**config.mk**
```make
export PLATFORM = sky130hd
export DESIGN_NAME = mult_share_arbiter
export DESIGN_NICKNAME = d
export VERILOG_FILES = /design/src/rtl/mult_share_arbiter.sv
export SDC_FILE = /design/constraint.sdc
export NUM_CORES = 1
export LEC_CHECK = 0
export CORE_MARGIN = 2
export CORE_UTILIZATION = 35
export CTS_CLUSTER_SIZE = 28
export DETAILED_ROUTE_END_ITERATION = 12
export DONT_BUFFER_PORTS = 1
export GPL_TIMING_DRIVEN = 0
export HOLD_SLACK_MARGIN = 0.05
export PLACE_DENSITY = 0.6
export RECOVER_POWER = 100
export REMOVE_ABC_BUFFERS = 1
export SKIP_CTS_REPAIR_TIMING = 1
export SLEW_MARGIN = 20
export SYNTH_ARGS = -nofsm -noshare
export SYNTH_HDL_FRONTEND = slang
export SYNTH_SLANG_ARGS = --single-unit
```
**constraint.sdc**
```tcl
create_clock -name clock -period 2.06 [get_ports clock]
set_clock_uncertainty 0.1 [all_clocks]
set_input_delay 0.412 -clock clock [delete_from_list [all_inputs] [get_ports clock]]
set_output_delay 0.412 -clock clock [all_outputs]
set_load 0.02 [all_outputs]
```
**src/rtl/mult_share_arbiter.sv**
```systemverilog
// Two-requester front end for one shared sequential multiplier.
// Round-robin on ties, with a timeout guard on the multiplier handshake.
module mult_share_arbiter #(
  parameter int W       = 8,
  parameter int TIMEOUT = 63
) (
  input  logic           clock,
  input  logic           reset,
  input  logic           req0,
  input  logic           req1,
  input  logic [W-1:0]   a0,
  input  logic [W-1:0]   b0,
  input  logic [W-1:0]   a1,
  input  logic [W-1:0]   b1,
  output logic           gnt0,
  output logic           gnt1,
  output logic           valid0,
  output logic           valid1,
  output logic [2*W-1:0] product,
  output logic           err,
  output logic           busy,
  output logic           m_start,
  output logic [W-1:0]   m_mcand,
  output logic [W-1:0]   m_mplier,
  input  logic           m_done,
  input  logic [2*W-1:0] m_product
);

  localparam int CW = $clog2(TIMEOUT + 1);

  typedef enum logic [1:0] {
    IDLE,
    START,
    WAIT,
    DONE
  } state_t;

  state_t           state_q, state_d;
  logic             owner_q, owner_d;
  logic             last_q, last_d;
  logic [CW-1:0]    cnt_q, cnt_d;
  logic [CW-1:0]    cnt_inc;
  logic             gnt0_q, gnt0_d;
  logic             gnt1_q, gnt1_d;
  logic             valid0_q, valid0_d;
  logic             valid1_q, valid1_d;
  logic             err_q, err_d;
  logic             busy_q, busy_d;
  logic             m_start_q, m_start_d;
  logic [2*W-1:0]   product_q, product_d;
  logic [W-1:0]     mcand_q, mcand_d;
  logic [W-1:0]     mplier_q, mplier_d;
  logic             pick1;

  // Requester 1 wins alone, or on a tie when requester 0 was served last.
  assign pick1   = req1 & (~req0 | ~last_q);
  assign cnt_inc = cnt_q + CW'(1);

  always_comb begin
    state_d   = state_q;
    owner_d   = owner_q;
    last_d    = last_q;
    cnt_d     = cnt_q;
    gnt0_d    = 1'b0;
    gnt1_d    = 1'b0;
    valid0_d  = 1'b0;
    valid1_d  = 1'b0;
    err_d     = 1'b0;
    busy_d    = busy_q;
    m_start_d = 1'b0;
    product_d = product_q;
    mcand_d   = mcand_q;
    mplier_d  = mplier_q;
    unique case (state_q)
      IDLE: begin
        if (req0 | req1) begin
          state_d   = START;
          owner_d   = pick1;
          mcand_d   = pick1 ? a1 : a0;
          mplier_d  = pick1 ? b1 : b0;
          gnt0_d    = ~pick1;
          gnt1_d    = pick1;
          m_start_d = 1'b1;
          busy_d    = 1'b1;
          cnt_d     = '0;
        end
      end
      START: begin
        state_d = WAIT;
        cnt_d   = '0;
      end
      WAIT: begin
        cnt_d = cnt_inc;
        if (m_done) begin
          state_d   = DONE;
          product_d = m_product;
          valid0_d  = ~owner_q;
          valid1_d  = owner_q;
        end else if (cnt_inc == CW'(TIMEOUT)) begin
          state_d   = DONE;
          product_d = '0;
          err_d     = 1'b1;
          valid0_d  = ~owner_q;
          valid1_d  = owner_q;
        end
      end
      DONE: begin
        state_d = IDLE;
        busy_d  = 1'b0;
        last_d  = owner_q;
      end
      default: state_d = IDLE;
    endcase
  end

  always_ff @(posedge clock) begin
    if (reset) begin
      state_q   <= IDLE;
      owner_q   <= 1'b0;
      last_q    <= 1'b1;
      cnt_q     <= '0;
      gnt0_q    <= 1'b0;
      gnt1_q    <= 1'b0;
      valid0_q  <= 1'b0;
      valid1_q  <= 1'b0;
      err_q     <= 1'b0;
      busy_q    <= 1'b0;
      m_start_q <= 1'b0;
      product_q <= '0;
      mcand_q   <= '0;
      mplier_q  <= '0;
    end else begin
      state_q   <= state_d;
      owner_q   <= owner_d;
      last_q    <= last_d;
      cnt_q     <= cnt_d;
      gnt0_q    <= gnt0_d;
      gnt1_q    <= gnt1_d;
      valid0_q  <= valid0_d;
      valid1_q  <= valid1_d;
      err_q     <= err_d;
      busy_q    <= busy_d;
      m_start_q <= m_start_d;
      product_q <= product_d;
      mcand_q   <= mcand_d;
      mplier_q  <= mplier_d;
    end
  end

  assign gnt0     = gnt0_q;
  assign gnt1     = gnt1_q;
  assign valid0   = valid0_q;
  assign valid1   = valid1_q;
  assign err      = err_q;
  assign busy     = busy_q;
  assign m_start  = m_start_q;
  assign product  = product_q;
  assign m_mcand  = mcand_q;
  assign m_mplier = mplier_q;

endmodule

```
==> flow_metrics.tcl <==
set metrics [dict create \
    outcome "finished, final reports clean" \
    cp_num_buf_inv 1 \
    grt_remaining_overflow 0 \
    r2r-start "state_q[0]$_SDFFE_PP0P_" \
    synthTopCellsByCount "dfxtp_1 (49), nor2_1 (38), mux2i_1 (17), nor2b_1 (17), a211oi_1 (16)" \
    layout_min_cycle_time_ns 1.946 \
    cts_root_buffer "clkbuf_8" \
    synth_cell_type_count 37 \
    finalSetupViolations 0 \
    synth-edff-count 0 \
    wl_per_cell_um 15.89 \
    yosysTopAreaCell "dfxtp_1" \
    seq_area_frac_synth 0.4432 \
    grt_pass1_vias 1543 \
    ys.flop_type "dfxtp_1" \
    drv_slew 0 \
    drt_iter0_markers 48 \
    via_count 1600 \
    coreArea_mm2 0.006026 \
    power_density_mw_per_mm2 1250 \
    crit_fanout 5 \
    synth_area_leaders "dfxtp_1 (44%), mux2i_1 (7.7%), nor2_1 (6.4%)" \
    crit_end "cnt_q[2]$_SDFFE_PP0P_" \
    clock_latency_ns 0.30 \
    track_usage 0.1307 \
    slew_headroom 0.5043 \
    rr_endpoint "cnt_q[2]$_SDFFE_PP0P_" \
    critPathKind "reg2reg" \
    worst_slew_pin_slew_ns 0.7417 \
    fmax_ghz 0.5138 \
    maxCapViolCount 0 \
    numPortBuffers 0 \
    critical_path.startpoint "state_q[0]$_SDFFE_PP0P_" \
    rsz0062_at_grt "false" \
    diodes 0 \
    critPathCaptureType "flip-flop" \
    nets 283 \
    crit_arrival_ns 2.08 \
    layout-drive-gt1-share 0.09333 \
    ys_seq_elements 49 \
    critPathMaxStageDelay_ns 0.41 \
    leakage_nw 0.8723 \
    drt-total-wl_mm 4.768 \
    ant_nets 0 \
    die_y_um 83.53 \
    ys_async_sr_fraction 0 \
    htree_num_levels 2 \
    timing.hold.ws_ns 0.07456 \
    drcViolationCount 0 \
    synth.most_common_cell "dfxtp_1" \
    rr_worst_depth 6 \
    cp-start-kind "flip-flop" \
    yosys.area.top_type_share 0.4432 \
    critPathRequiredTime_ns 2.19 \
    cts_sinks 49 \
    r2r_slack_ns 0.11 \
    grt_max_degree 48 \
    yosysWarnings 0 \
    synth_cells 230 \
    hold_viol_final 0 \
    grt_pass1_wl_mm 7.376 \
    ir_worst_vdd_mv 0.6605 \
    utilization 0.3885 \
    dr.pass1.iters 4 \
    fp.dieW_um 83.53 \
    avgSynthCellArea_um2 9.623 \
    cts_tree "yes" \
    io_pins 92 \
    antenna_found_initial 0 \
    start_util 0.3673 \
    viasPerCell 5.333 \
    synth_area_mm2 0.002213 \
    ctsLongestPathBuffers 2 \
    stdcell_area_mm2 0.002341 \
    worstPathCellList "inv_1 -> ha_2 -> nor3b_2 -> or3b_4 -> or3b_1 -> a21oi_1" \
    hp-class "in2reg" \
    place_area_mm2 0.002237 \
    cts_inserted_buffers 5 \
    clkTransAtPathRegs_ns 0.09 \
    place.gp.congestion 0.7408 \
    cp_top_family "simple AND/OR/NAND/NOR gates" \
    cp.depth 6 \
    slowest_stage "or3b_4" \
    dp_hpwl_mm 3.061 \
    std_cell_rows 28 \
    area_growth_pct 5.766 \
    dieArea_mm2 0.006976 \
    period_share 0.9447 \
]
## power by group
part / internal [W] / leakage, nW / total, W / switching [W]
Combinational: 0.000353 / 0.419 / 0.000794 / 0.000442
Clock: 0.000273 / 0.0512 / 0.000595 / 0.000323
Sequential: 0.00116 / 0.402 / 0.00154 / 0.000376
Total: 0.00179 / 0.872 / 0.00293 / 0.00114
## per-layer routing
layer  up-vias  global-route usage  share of wire
met5         -                   0              0
met4         0             0.05279          0.016
met3         8             0.05440          0.096
met2        73              0.2111           0.46
met1       722              0.1538           0.43
li1        797                   -              -
## cell families (layout without fill, tap and decap cells)
family | after synthesis | count (layout) | synth area share
buf+inv | 21 | 16 | 0.04352
fa+ha+maj | 6 | 6 | 0.03392
mux | 17 | 17 | 0.07688
xor+xnor | 2 | 2 | 0.01131
flops | 49 | 49 | 0.4432
simple gates | 85 | 85 | 0.1950
compound gates | 50 | 50 | 0.1962
## state kept, by name, indices dropped and copies added (netlist names)
signal	flops
m_mcand	8
gnt1	1
valid1	1
last_q	1
m_mplier	8
busy	1
m_start	1
product	16
gnt0	1
err	1
cnt_q	6
valid0	1
state_q	2
owner_q	1
## stage by stage
stage | setup WS [ns] | instances | power (W) | TNS (ns)
6_report | 0.1139 | 300 | 0.002927 | 0
3_3_place_gp | -0.6677 | 288 | 0.002331 | -16.00
2_1_floorplan | -0.2131 | 213 | 0.002165 | -3.416
3_5_place_dp | -0.4051 | 288 | 0.002350 | -6.231
4_1_cts | -0.4210 | 296 | 0.002955 | -6.696
5_1_grt | 0.01410 | 300 | 0.003168 | 0
## layout make-up
| cell class | count | area, µm² |
|---|---|---|
| clock buffers | 6 | 82.58 |
| clock inverters | 2 | 13.76 |
| multi-input cells | 160 | 1102 |
| inverters | 4 | 15.01 |
| fillers | 637 | 3685 |
| well taps | 75 | 93.84 |
| repair buffers | 4 | 51.30 |
| flip-flops and latches | 49 | 982.2 |
## cell usage in the layout, fill, tap and decap left out, types with 2 or more instances in the layout
cell	synthesis	routed
dfxtp_1	49	48
nor2_1	38	39
nor2b_1	17	17
mux2i_1	17	17
a211oi_1	16	17
a221oi_1	8	15
a21oi_1	7	8
clkbuf_8	0	7
nor3_1	5	5
inv_1	4	4
nand3_1	4	4
nand2b_1	4	4
nand2_1	4	4
ha_1	6	4
o21ai_0	3	3
and2_1	4	2
a21o_1	2	2
nor3b_1	2	2
## worst min path at each step
stage,startpoint,to,cells past startpoint
floorplan,owner_q$_SDFFE_PP0P_,valid0$_SDFF_PP0_,1
global placement,last_q$_SDFFE_PP1P_,last_q$_SDFFE_PP1P_,1
detailed placement,owner_q$_SDFFE_PP0P_,valid0$_SDFF_PP0_,1
CTS,reset,m_mplier[7]$_SDFFE_PP0P_,1
global route,reset,cnt_q[3]$_SDFFE_PP0P_,1
finish,reset,cnt_q[1]$_SDFFE_PP0P_,1
Note: power is estimated with default switching activity, not from simulation.
